<file path="src/rtl/pc_sequencer.sv">
// Multi-cycle fetch / next-PC engine: fetches over imem req/ack and issues over valid/ready.
// Optional MIPS delay slot when BRANCH_DELAY_SLOT_EN is defined.
module pc_sequencer #(
  parameter int unsigned          XLEN     = 32,
  parameter logic [XLEN-1:0]      RESET_PC = 32'h0000_0000
) (
  input  logic            clk,
  input  logic            reset,
  output logic            imem_req,
  output logic [XLEN-1:0] imem_addr,
  input  logic            imem_ack,
  input  logic [XLEN-1:0] imem_rdata,
  output logic [XLEN-1:0] instr,
  output logic            instr_valid,
  input  logic            instr_ready,
  input  logic            pcsrc,
  input  logic            jump,
  input  logic            jr,
  input  logic [XLEN-1:0] signimm,
  input  logic [XLEN-1:0] jr_target,
  output logic [XLEN-1:0] pc,
  output logic [XLEN-1:0] link_addr,
  output logic            addr_err
);

  localparam logic [XLEN-1:0] WORD_BYTES = XLEN'(4);

  typedef enum logic [1:0] {
    S_IDLE  = 2'd0,
    S_FETCH = 2'd1,
    S_ISSUE = 2'd2
  } state_e;

  state_e          state_q;
  logic            imem_req_q;
  logic [XLEN-1:0] imem_addr_q;
  logic [XLEN-1:0] instr_q;
  logic            instr_valid_q;
  logic [XLEN-1:0] pc_q;
  logic            addr_err_q;

  logic [XLEN-1:0] pc4_c;
  logic [XLEN-1:0] target_c;
  logic            redirect_c;
  logic            misalign_c;
  logic [XLEN-1:0] next_pc_d;

`ifdef BRANCH_DELAY_SLOT_EN
  logic            slot_q;
  logic [XLEN-1:0] pend_q;
`endif

  // Redirect target resolution, priority jr > jump > pcsrc > sequential.
  always_comb begin
    pc4_c      = pc_q + WORD_BYTES;
    redirect_c = jr | jump | pcsrc;
    misalign_c = jr & (|jr_target[1:0]);
    target_c   = pc4_c;
    if (jr) begin
      target_c = {jr_target[XLEN-1:2], 2'b00};
    end else if (jump) begin
      target_c = {pc4_c[31:28], instr_q[25:0], 2'b00};
    end else if (pcsrc) begin
      target_c = pc4_c + (signimm << 2);
    end
`ifdef BRANCH_DELAY_SLOT_EN
    // A retiring slot instruction always goes to the stored target; its own controls are ignored.
    next_pc_d = slot_q ? pend_q : pc4_c;
`else
    next_pc_d = target_c;
`endif
  end

  always_ff @(posedge clk or posedge reset) begin
    if (reset) begin
      state_q       <= S_IDLE;
      imem_req_q    <= 1'b0;
      imem_addr_q   <= RESET_PC;
      instr_q       <= '0;
      instr_valid_q <= 1'b0;
      pc_q          <= RESET_PC;
      addr_err_q    <= 1'b0;
`ifdef BRANCH_DELAY_SLOT_EN
      slot_q        <= 1'b0;
      pend_q        <= '0;
`endif
    end else begin
      case (state_q)
        S_IDLE: begin
          state_q     <= S_FETCH;
          imem_req_q  <= 1'b1;
          imem_addr_q <= pc_q;
        end
        S_FETCH: begin
          if (imem_ack) begin
            instr_q       <= imem_rdata;
            imem_req_q    <= 1'b0;
            instr_valid_q <= 1'b1;
            state_q       <= S_ISSUE;
          end
        end
        S_ISSUE: begin
          if (instr_ready) begin
            instr_valid_q <= 1'b0;
            pc_q          <= next_pc_d;
            imem_addr_q   <= next_pc_d;
            imem_req_q    <= 1'b1;
            state_q       <= S_FETCH;
`ifdef BRANCH_DELAY_SLOT_EN
            if (slot_q) begin
              slot_q <= 1'b0;
            end else begin
              if (redirect_c) begin
                slot_q <= 1'b1;
                pend_q <= target_c;
              end
              if (misalign_c) addr_err_q <= 1'b1;
            end
`else
            if (misalign_c) addr_err_q <= 1'b1;
`endif
          end
        end
        default: begin
          state_q    <= S_IDLE;
          imem_req_q <= 1'b0;
        end
      endcase
    end
  end

  assign imem_req    = imem_req_q;
  assign imem_addr   = imem_addr_q;
  assign instr       = instr_q;
  assign instr_valid = instr_valid_q;
  assign pc          = pc_q;
  assign addr_err    = addr_err_q;
`ifdef BRANCH_DELAY_SLOT_EN
  assign link_addr   = pc_q + XLEN'(8);
`else
  assign link_addr   = pc_q + WORD_BYTES;
`endif

endmodule

</file>
<file path="config.mk">
export PLATFORM = sky130hd
export DESIGN_NAME = pc_sequencer
export DESIGN_NICKNAME = d
export VERILOG_FILES = /design/src/rtl/pc_sequencer.sv
export SDC_FILE = /design/constraint.sdc
export NUM_CORES = 1
export LEC_CHECK = 0
export CAP_MARGIN = 0
export CORE_ASPECT_RATIO = 0.7
export CORE_MARGIN = 10
export CORE_UTILIZATION = 51
export CTS_CLUSTER_DIAMETER = 60
export CTS_CLUSTER_SIZE = 20
export DETAILED_ROUTE_END_ITERATION = 12
export PLACE_DENSITY = 0.93
export SKIP_LAST_GASP = 1
export SYNTH_ARGS = -nofsm -noshare
export SYNTH_HDL_FRONTEND = slang
export SYNTH_SLANG_ARGS = --single-unit
</file>
<file path="constraint.sdc">
create_clock -name clk -period 5.7 [get_ports clk]
set_input_delay 1.14 -clock clk [delete_from_list [all_inputs] [get_ports clk]]
set_output_delay 1.14 -clock clk [all_outputs]
set_load 0.05 [all_outputs]
</file>
==> results.py <==
metrics = {
    "run_status": {
        "outcome": "finished, final reports clean",
    },
    "drt": {
        "vias": 7540,
        "ant_nets": 0,
        "drt_iter0_markers": 781,
        "wl_um": 28300,
        "first_pass_iters": 7,
        "remaining_drc_errors": 0,
        "wl_per_cell_um": 23.7,
        "vias_per_cell": 6.33,
    },
    "pwr": {
        "total_power_mw": 6.75,
        "vdd_ir_drop_max_uv": 440,
        "p_per_area_nw_per_um2": 689,
        "leakagePower_nw": 4.18,
    },
    "sta": {
        "finalCriticalPeriod_ns": 5.04,
        "worst_slew_pin_slew_ns": 0.958,
        "final-max-slew-violation-count": 0,
        "setup_viol": 0,
        "fin_ws_ns": 0.657,
        "finalHoldViolations": 0,
        "skew_ns": 0.0197,
        "slew_headroom_pct": 35.3,
        "grt_setup_unrepaired": "false",
        "fmax_ghz": 0.198,
        "min_period_over_period_pct": 88.5,
        "timing.hold.ws_ns": 0.475,
        "tns_ns": 0,
    },
    "critical_path": {
        "path_cells": "nand4_1 > or4_1 > xnor2_1 > ha_1 > o21a_1 > o21ai_0 > a21boi_0 > o31ai_1 > o311ai_0 > a221oi_1 > a21oi_1 > o21ai_0",
        "crit_type": "register to register",
        "crit_buf_inv": 0,
        "critPathMaxFanout": 7,
        "crit_path_frequent_cell": "o21ai_0",
        "max_stage_delay_ns": 0.66,
        "start_kind": "register",
        "cp-end-kind": "register",
        "path_delay_family": "compound AO/OA/AOI/OAI gates",
        "worstSetupStartpoint": "pc[6]$_DFFE_PP0P_",
        "crit_slowest_cell": "or4_1",
        "worstReg2RegStart": "pc[6]$_DFFE_PP0P_",
        "cp.required_ns": 5.97,
        "worstPathArrival_ns": 5.31,
    },
    "clock_tree": {
        "cts.htree.levels": 3,
        "cts_tree": "done",
        "clkLatencyLatePin_ns": 0.35,
        "cts_buffers": 9,
        "cts_buffer_depth": 2,
        "root_buffer": "clkbuf_16",
        "cts_resized": 0,
        "clock-sinks": 100,
        "holdBufCountCts": 0,
        "cts_setup_buffers": 0,
        "cts.clk_slew.worst_paths_ns": 0.08,
    },
    "layout": {
        "nets": 1141,
        "final_cells": 1191,
        "antenna_cells": 0,
        "layout_commonest_cell": "clkdlybuf4s50_1",
        "layout.cells.most_common_list": "230 x clkdlybuf4s50_1, 100 x dfrtp_1, 78 x nand2_1",
        "drive_gt1_share_pct": 7.16,
        "final_util_pct": 73.3,
        "final_area_um2": 9790,
        "syn_to_final_growth_pct": 38.2,
        "fill_cells": 970,
    },
    "floorplan": {
        "die_area_um2": 19100,
        "row_count": 35,
        "core_um2": 13400,
        "start_util_pct": 53.0,
        "die_w_um": 161,
        "die_h_um": 119,
        "ioPinCount": 234,
    },
    "placement": {
        "io_buffers": 231,
        "dp_hpwl_um": 21700,
        "placedCellCount": 1175,
        "place_area_um2": 9500,
        "place_congestion": 0.934,
        "pre_cts_ws_ns": 0.975,
    },
    "flow_run": {
        "drv_cap": 0,
    },
    "synthesis": {
        "avgSynthCellArea_um2": 8.88,
        "syn_nets": 938,
        "synth_ff_type": "dfrtp_1",
        "synth_edf_count": 0,
        "ys_seq_area_share_pct": 35.3,
        "async_flop_share_pct": 100,
        "ys_seq_elements": 100,
        "ys_types": 69,
        "ys.warnings.count": 0,
        "syn_area_um2": 7080,
        "synthCells": 798,
    },
    "hold_path": {
        "holdCritPathClass": "register to register",
        "hp-start": "addr_err$_DFFE_PP0P_",
    },
    "global_routing": {
        "grt_max_degree": 62,
        "antenna_found_initial": 0,
        "track_usage_pct": 28.2,
        "grt_pass1_vias": 7384,
        "grt_remaining_overflow": 0,
        "grt_first_pass_wirelength_um": 43400,
    },
}
[cell families after synthesis]
kind of cell	share of synthesized area [%]
AO/OA/AOI/OAI	25.2
XOR/XNOR	5.70
adder cells (fa/ha/maj)	6.64
buffers and inverters	3.90
flip-flops	35.3
multiplexers	6.71
AND/OR/NAND/NOR	16.5
[state kept, by name, indices dropped and copies added (netlist names)]
name         count
imem_addr       32
state_q          1
pc              32
instr           32
instr_valid      1
addr_err         1
imem_req         1
[worst paths after layout]
kind	end	slack [ns]	cells past startpoint
setup / recovery	pc[15]$_DFFE_PP0P_	0.66	12
min in group asynchronous	addr_err$_DFFE_PP0P_	1.28	2
max in group asynchronous	imem_addr[19]$_DFFE_PP0P_	3.36	3
hold reg to reg	addr_err$_DFFE_PP0P_	0.47	1
setup reg to reg	pc[15]$_DFFE_PP0P_	0.66	12
hold / removal	addr_err$_DFFE_PP0P_	0.47	1
[area by class of cell]
class	count	area, um^2	area share [%]
multi-input combinational	629	4310	44.0
sequential	100	2500	25.6
timing repair buffer	241	2380	24.3
tap	185	231	2.36
clock buffer	9	225	2.30
inverter	20	77.6	0.792
clock inverter	7	68.8	0.703
[synthesized netlist by cell type, types with 5 or more instances]
master / n / area [um^2]
o22ai_1: 19 / 119
o21bai_1: 5 / 37.5
o21ai_0: 48 / 240
dfrtp_1: 100 / 2500
nand4_1: 11 / 68.8
a2111oi_0: 6 / 52.6
nand2b_1: 13 / 81.3
a22o_1: 6 / 52.6
a22oi_1: 8 / 60.1
o31ai_1: 5 / 37.5
xor2_1: 14 / 123
a221oi_1: 5 / 43.8
mux2i_1: 7 / 70.1
xnor2_1: 29 / 254
nor3_1: 14 / 70.1
nand2_1: 78 / 293
o211ai_1: 8 / 60.1
nor4_1: 5 / 31.3
mux2_2: 36 / 405
a31oi_1: 8 / 50.1
nand3_1: 25 / 125
clkbuf_1: 40 / 150
a21oi_1: 63 / 315
nor2_1: 49 / 184
and2_1: 6 / 37.5
and3_1: 13 / 81.3
inv_1: 19 / 71.3
a211oi_1: 15 / 113
o21a_1: 10 / 75.1
a221o_1: 8 / 80.1
a21o_1: 23 / 173
ha_1: 36 / 450
[power breakdown]
| part | internal (mW) | switching, mW | leakage, nW |
|---|---|---|---|
| combinational | 1.62 | 3.06 | 2.82 |
| clock | 0.309 | 0.312 | 0.143 |
| sequential | 1.03 | 0.422 | 1.22 |
| total | 2.96 | 3.79 | 4.18 |
[routing by layer]
metal  vias up  share of wire, %  track usage [%]
li1       3386                 -                -
met1      3581                41             38.0
met2       519                43             40.5
met3        54                14             12.0
met4         0               2.2             7.03
met5         -                 0                0
Power figures use the tool's default switching activity.
